[src/rtl/dt_engine_param.sv]
// Two-pass distance-transform engine: unpacks a binary image from sti into res,
// then runs a forward and a backward raster pass in place (chessboard or city-block).
module dt_engine_param #(
    parameter  int IMG_W_LOG2 = 7,
    parameter  int IMG_H_LOG2 = 7,
    parameter  int WORD_W     = 16,
    parameter  int DIST_W     = 8,
    localparam int RA_W       = IMG_W_LOG2 + IMG_H_LOG2,
    localparam int SA_W       = RA_W - $clog2(WORD_W)
) (
    input  logic              clk,
    input  logic              reset,
    input  logic              start,
    input  logic              mode,
    output logic              busy,
    output logic              done,
    output logic              sti_rd,
    output logic [SA_W-1:0]   sti_addr,
    input  logic [WORD_W-1:0] sti_di,
    output logic              res_rd,
    output logic              res_wr,
    output logic [RA_W-1:0]   res_addr,
    output logic [DIST_W-1:0] res_do,
    input  logic [DIST_W-1:0] res_di
);

    localparam int KW = $clog2(WORD_W);

    localparam logic [DIST_W-1:0]     D_MAX    = '1;
    localparam logic [DIST_W:0]       D_ONE    = 1;
    localparam logic [RA_W-1:0]       PIX_LAST = '1;
    localparam logic [RA_W-1:0]       PIX_ONE  = 1;
    localparam logic [IMG_W_LOG2-1:0] X_MAX    = '1;
    localparam logic [IMG_W_LOG2-1:0] X_ONE    = 1;
    localparam logic [IMG_H_LOG2-1:0] Y_MAX    = '1;
    localparam logic [IMG_H_LOG2-1:0] Y_ONE    = 1;

    typedef enum logic [3:0] {
        S_IDLE,
        S_LOAD_RD,
        S_LOAD_WR,
        S_FWD_CUR,
        S_FWD_NB,
        S_FWD_WR,
        S_BWD_CUR,
        S_BWD_NB,
        S_BWD_WR,
        S_FIN
    } state_t;

    state_t              state, state_next;
    logic                mode_q;
    logic [RA_W-1:0]     pix;
    logic [WORD_W-1:0]   word_q;
    logic [1:0]          nb;
    logic [DIST_W-1:0]   cur_q;
    logic [DIST_W-1:0]   min_q;

    logic [IMG_W_LOG2-1:0] x, x_n;
    logic [IMG_H_LOG2-1:0] y, y_n;
    logic                  x_dec, x_inc, y_dec, y_inc;
    logic                  nb_valid;
    logic                  nb_last;
    logic                  word_last;
    logic [DIST_W-1:0]     contrib;
    logic [DIST_W-1:0]     nb_min;
    logic [DIST_W:0]       inc_full;
    logic [DIST_W-1:0]     inc_sat;
    logic [DIST_W-1:0]     bwd_val;

    assign x         = pix[IMG_W_LOG2-1:0];
    assign y         = pix[RA_W-1:IMG_W_LOG2];
    assign word_last = &pix[KW-1:0];
    assign nb_last   = mode_q ? (nb == 2'd1) : (nb == 2'd3);

    // Neighbour slot decode: forward looks at already-finished pixels above/left,
    // backward at pixels below/right, in a fixed slot order per metric.
    always_comb begin
        x_dec = 1'b0;
        x_inc = 1'b0;
        y_dec = 1'b0;
        y_inc = 1'b0;
        case ({state == S_BWD_NB, mode_q, nb})
            4'b0_0_00: begin x_dec = 1'b1; y_dec = 1'b1; end
            4'b0_0_01: y_dec = 1'b1;
            4'b0_0_10: begin x_inc = 1'b1; y_dec = 1'b1; end
            4'b0_0_11: x_dec = 1'b1;
            4'b0_1_00: y_dec = 1'b1;
            4'b0_1_01: x_dec = 1'b1;
            4'b1_0_00: x_inc = 1'b1;
            4'b1_0_01: begin x_dec = 1'b1; y_inc = 1'b1; end
            4'b1_0_10: y_inc = 1'b1;
            4'b1_0_11: begin x_inc = 1'b1; y_inc = 1'b1; end
            4'b1_1_00: x_inc = 1'b1;
            4'b1_1_01: y_inc = 1'b1;
            default: ;
        endcase
    end

    assign x_n = x_dec ? x - X_ONE : (x_inc ? x + X_ONE : x);
    assign y_n = y_dec ? y - Y_ONE : (y_inc ? y + Y_ONE : y);

    // Off-image neighbours count as background, so they are never read and never wrap.
    assign nb_valid = !(x_dec && x == '0) && !(x_inc && x == X_MAX) &&
                      !(y_dec && y == '0) && !(y_inc && y == Y_MAX);

    assign contrib  = nb_valid ? res_di : '0;
    assign nb_min   = (contrib < min_q) ? contrib : min_q;
    assign inc_full = {1'b0, min_q} + D_ONE;
    assign inc_sat  = inc_full[DIST_W] ? D_MAX : inc_full[DIST_W-1:0];
    assign bwd_val  = (inc_sat < cur_q) ? inc_sat : cur_q;

    // NOTE: state and datapath registers use non-blocking assignments so every
    // register samples the pre-edge values of the others.
    always_ff @(posedge clk or negedge reset) begin
        if (!reset) state <= S_IDLE;
        else        state <= state_next;
    end

    // NOTE: every output and state_next gets a default first so no path through
    // the case can infer a latch.
    always_comb begin
        state_next = state;
        busy       = 1'b0;
        done       = 1'b0;
        sti_rd     = 1'b0;
        sti_addr   = '0;
        res_rd     = 1'b0;
        res_wr     = 1'b0;
        res_addr   = '0;
        res_do     = '0;
        case (state)
            S_IDLE: begin
                if (start) state_next = S_LOAD_RD;
            end
            S_LOAD_RD: begin
                busy       = 1'b1;
                sti_rd     = 1'b1;
                sti_addr   = pix[RA_W-1:KW];
                state_next = S_LOAD_WR;
            end
            S_LOAD_WR: begin
                busy     = 1'b1;
                res_wr   = 1'b1;
                res_addr = pix;
                res_do   = {{(DIST_W-1){1'b0}}, word_q[WORD_W-1]};
                if (word_last) state_next = (pix == PIX_LAST) ? S_FWD_CUR : S_LOAD_RD;
            end
            S_FWD_CUR: begin
                busy     = 1'b1;
                res_rd   = 1'b1;
                res_addr = pix;
                if (res_di != '0)          state_next = S_FWD_NB;
                else if (pix == PIX_LAST)  state_next = S_BWD_CUR;
            end
            S_FWD_NB: begin
                busy     = 1'b1;
                res_rd   = nb_valid;
                res_addr = nb_valid ? {y_n, x_n} : '0;
                if (nb_last) state_next = S_FWD_WR;
            end
            S_FWD_WR: begin
                busy       = 1'b1;
                res_wr     = 1'b1;
                res_addr   = pix;
                res_do     = inc_sat;
                state_next = (pix == PIX_LAST) ? S_BWD_CUR : S_FWD_CUR;
            end
            S_BWD_CUR: begin
                busy     = 1'b1;
                res_rd   = 1'b1;
                res_addr = pix;
                if (res_di != '0)    state_next = S_BWD_NB;
                else if (pix == '0)  state_next = S_FIN;
            end
            S_BWD_NB: begin
                busy     = 1'b1;
                res_rd   = nb_valid;
                res_addr = nb_valid ? {y_n, x_n} : '0;
                if (nb_last) state_next = S_BWD_WR;
            end
            S_BWD_WR: begin
                busy       = 1'b1;
                res_wr     = 1'b1;
                res_addr   = pix;
                res_do     = bwd_val;
                state_next = (pix == '0) ? S_FIN : S_BWD_CUR;
            end
            S_FIN: begin
                busy       = 1'b1;
                done       = 1'b1;
                state_next = S_IDLE;
            end
            default: state_next = S_IDLE;
        endcase
    end

    // The pixel index doubles as the load write pointer; its upper bits are the sti word address.
    always_ff @(posedge clk or negedge reset) begin
        if (!reset) begin
            mode_q <= 1'b0;
            pix    <= '0;
            word_q <= '0;
            nb     <= '0;
            cur_q  <= '0;
            min_q  <= '0;
        end else begin
            case (state)
                S_IDLE: begin
                    if (start) begin
                        mode_q <= mode;
                        pix    <= '0;
                    end
                end
                S_LOAD_RD: word_q <= sti_di;
                S_LOAD_WR: begin
                    word_q <= word_q << 1;
                    pix    <= pix + PIX_ONE;
                end
                S_FWD_CUR, S_BWD_CUR: begin
                    if (res_di != '0) begin
                        cur_q <= res_di;
                        min_q <= D_MAX;
                        nb    <= '0;
                    end else if (state == S_FWD_CUR && pix != PIX_LAST) begin
                        pix <= pix + PIX_ONE;
                    end else if (state == S_BWD_CUR && pix != '0) begin
                        pix <= pix - PIX_ONE;
                    end
                end
                S_FWD_NB, S_BWD_NB: begin
                    min_q <= nb_min;
                    nb    <= nb + 2'd1;
                end
                S_FWD_WR: if (pix != PIX_LAST) pix <= pix + PIX_ONE;
                S_BWD_WR: if (pix != '0)       pix <= pix - PIX_ONE;
                default: ;
            endcase
        end
    end

endmodule

[config.mk]
export PLATFORM = sky130hd
export DESIGN_NAME = dt_engine_param
export DESIGN_NICKNAME = d
export VERILOG_FILES = /design/src/rtl/dt_engine_param.sv
export SDC_FILE = /design/constraint.sdc
export NUM_CORES = 1
export LEC_CHECK = 0
export ABC_AREA = 0
export BUFFER_PORTS_ARGS = -buffer_cell sky130_fd_sc_hd__buf_2
export CORE_MARGIN = 2
export CORE_UTILIZATION = 28
export CTS_BUF_LIST = sky130_fd_sc_hd__clkbuf_8 sky130_fd_sc_hd__clkbuf_16
export DETAILED_ROUTE_END_ITERATION = 10
export GPL_TIMING_DRIVEN = 0
export HOLD_SLACK_MARGIN = 0.1
export PLACE_DENSITY = 0.51
export SLEW_MARGIN = 10
export SYNTH_ARGS = -nofsm -noshare
export SYNTH_HDL_FRONTEND = slang
export SYNTH_SLANG_ARGS = --single-unit
export TNS_END_PERCENT = 50
[constraint.sdc]
create_clock -name clk -period 3.6 [get_ports clk]
set_clock_uncertainty 0.2 [all_clocks]
set_input_delay 0.72 -clock clk [delete_from_list [all_inputs] [get_ports clk]]
set_output_delay 0.72 -clock clk [all_outputs]
set_load 0.05 [all_outputs]
==> impl_metrics.tcl <==
set metrics [dict create \
    max_stage_delay_ns 0.44 \
    fin_crit_sh 1.10 \
    crit_fanout 7 \
    die_h_um 135 \
    drv_slew 0 \
    outcome "finished, violations left" \
    die_w_um 135 \
    cts_tree "yes" \
    globalRoute.totalOverflow 0 \
    grt_first_pass_wirelength_um 26700 \
    cp.buffers_inverters 2 \
    postSynth.topFlopCell "dfrtp_1" \
    regArea_um2 1340 \
    dr_total_vias 5186 \
    seq_area_frac_synth 0.275 \
    synth_nets 663 \
    syn_area_per_cell_um2 7.90 \
    place_ws_ns -0.521 \
    initial_core_util 0.289 \
    clkLatencyLatePin_ns 0.31 \
    synth_largest_area_cell "dfrtp_1" \
    end_kind "primary output" \
    slowest_stage "dfrtp_2" \
    synth_edf_count 0 \
    yosysMostFrequentCell "nand2_1" \
    grt_max_degree 54 \
    finalSetupTns_ns -3.06 \
    core_area_um2 16700 \
    wire_per_inst_um 18.3 \
    area_growth_pct 39.4 \
    tightest_slew_ns 0.761 \
    cts.sinks 53 \
    antenna_found_initial 0 \
    critPathArrivalTime_ns 3.05 \
    fin_crit_ns 3.97 \
    max_cap_viol_count 0 \
    fill_cells 1698 \
    critical_path_class "reg2out" \
    max_slew_margin 0.493 \
    clk_pin_slew_worst_paths_ns 0.08 \
    hold_path_class "reg2reg" \
    cp_top_family "compound AO/OA/AOI/OAI gates" \
    first_iter_violations 355 \
    crit_path_frequent_cell "nand2_2" \
    violations "setup timing" \
    diodes 0 \
    yosysWarningCount 0 \
    root_buffer "clkbuf_16" \
    grt_pass1_vias 5060 \
    setup_violations 15 \
    vias_per_cell 5.53 \
    synthDistinctLibCells 73 \
    cts_htree_levels 2 \
    wl_um 17100 \
    synth.top_cell.area_share 0.275 \
    setup_ws_ns -0.373 \
    start_kind "flop" \
    portBuffers 64 \
    syn_inst 610 \
    die-area_um2 18300 \
    synth.top_cells.by_count "nand2_1 (58), nor2_1 (57), dfrtp_1 (53), o21ai_0 (43), a21oi_1 (37)" \
    cts_buffers 5 \
    gp_congestion 0.906 \
    drt-pass1-iter-count 5 \
    grt_util_all_layers 0.185 \
    max_freq_ghz 0.252 \
    final_antenna_net_count 0 \
    rsz0062_at_grt "true" \
    crit_chain "buf_6 -> and3_4 -> and2_4 -> nand2_2 -> xnor2_2 -> nand2_2 -> ha_4 -> a21o_1 -> a21o_1 -> a221oi_4 -> nand2_2 -> nand2_4 -> a22o_4 -> buf_8" \
    drive_gt1_frac 0.346 \
    synth_area_leaders "dfrtp_1 (28%), ha_1 (6.5%), mux2i_1 (5.2%), nand2_1 (4.5%), o21ai_0 (4.5%)" \
    cts_buffer_depth 2 \
    place_hpwl_um 11800 \
    nNetsFinal 769 \
    synth_area_um2 4820 \
    num_rows 47 \
    multi_input_area_um2 3660 \
    final_hold_viol_count 0 \
    ys_async_sr_fraction 1.00 \
    drcViolationCount 0 \
    ios 65 \
    required_ns 2.68 \
    synth_seq_cells 53 \
]
## through the flow
stage          cells   util  hold slack [ns]  area [µm²]
2_1_floorplan    610      -            0.224        4870
3_3_place_gp     894  0.327            0.262        5470
3_5_place_dp     894  0.328            0.274        5470
4_1_cts          922  0.384            0.276        6410
5_1_grt          937  0.402            0.304        6720
6_report         937  0.402            0.272        6720
## cell usage in the layout, fill, tap and decap left out, types with 7 or more instances in the layout
| cell | instances |
|---|---|
| a21o_1 | 12 |
| a21oi_1 | 27 |
| a21oi_2 | 11 |
| a22o_1 | 7 |
| a22o_4 | 8 |
| a31oi_1 | 8 |
| and2_1 | 13 |
| buf_2 | 50 |
| buf_4 | 36 |
| buf_6 | 29 |
| buf_8 | 8 |
| clkbuf_1 | 14 |
| dfrtp_1 | 46 |
| dfrtp_2 | 7 |
| ha_1 | 17 |
| inv_1 | 31 |
| mux2i_1 | 25 |
| nand2_1 | 52 |
| nand3_1 | 12 |
| nand4_1 | 8 |
| nor2_1 | 54 |
| nor3_1 | 7 |
| nor4_1 | 13 |
| o21ai_0 | 35 |
| o21ai_1 | 12 |
| o21ai_2 | 11 |
## tightest hold or removal path: stages (launching register included)
cell and delay, ns:
dfrtp_1 0.34, nand2_1 0.04, o21ai_0 0.06
## cells by family after synthesis
| logic type | Yosys count | share of synthesized area |
|---|---|---|
| simple gates | 226 | 0.246 |
| mux | 28 | 0.0589 |
| flops | 53 | 0.275 |
| compound gates | 192 | 0.270 |
| fa+ha+maj | 25 | 0.0649 |
| buf+inv | 79 | 0.0730 |
| xor+xnor | 7 | 0.0127 |
## timing repair
item / 4_1_cts / 5_1_grt
endpoints found under the hold margin: 0 / 0
gates resized for setup: 132 / 49
setup endpoints to repair: 35 / 33
hold buffers: 0 / 0
setup buffers: 21 / 17
pin swaps: 28 / 23
cloned: 3 / 0
## layout make-up
type | count | share of cell area
Buffer | 37 | 0.0350
Clock buffer | 5 | 0.0186
Clock inverter | 3 | 0.00969
Inverter | 36 | 0.0218
Multi-Input combinational cell | 478 | 0.545
Sequential cell | 53 | 0.199
Tap cell | 220 | 0.0410
Timing Repair Buffer | 105 | 0.130
## sequential cells by signal (all words and copies together), names as in the netlist
register,count
min_q,8
mode_q,1
pix,14
nb,2
state,4
word_q,16
cur_q,8
## worst paths after layout
kind | from | end | slack [ns] | depth (start not counted)
worst max-delay path | min_q[0] | res_do[5] | -0.37 | 14
worst min-delay path | word_q[0] | word_q[1] | 0.27 | 2
worst max register to register | nb[0] | min_q[1] | 0.17 | 14
worst min register to register | word_q[0] | word_q[1] | 0.27 | 2
max in group asynchronous | reset | min_q[0] | 2.38 | 1
min in group asynchronous | reset | pix[2] | 0.29 | 1
## layer usage
layer | global-route usage | vias to the layer above | share of wire
li1 | - | 2426 | -
met1 | 0.256 | 2512 | 0.45
met2 | 0.293 | 222 | 0.46
met3 | 0.0314 | 26 | 0.066
met4 | 0.0619 | 0 | 0.024
met5 | 0 | - | 0
Power is left out: the tool's default activity adds up to more than one toggle a clock period on the data nets, which glitch-free logic cannot reach.
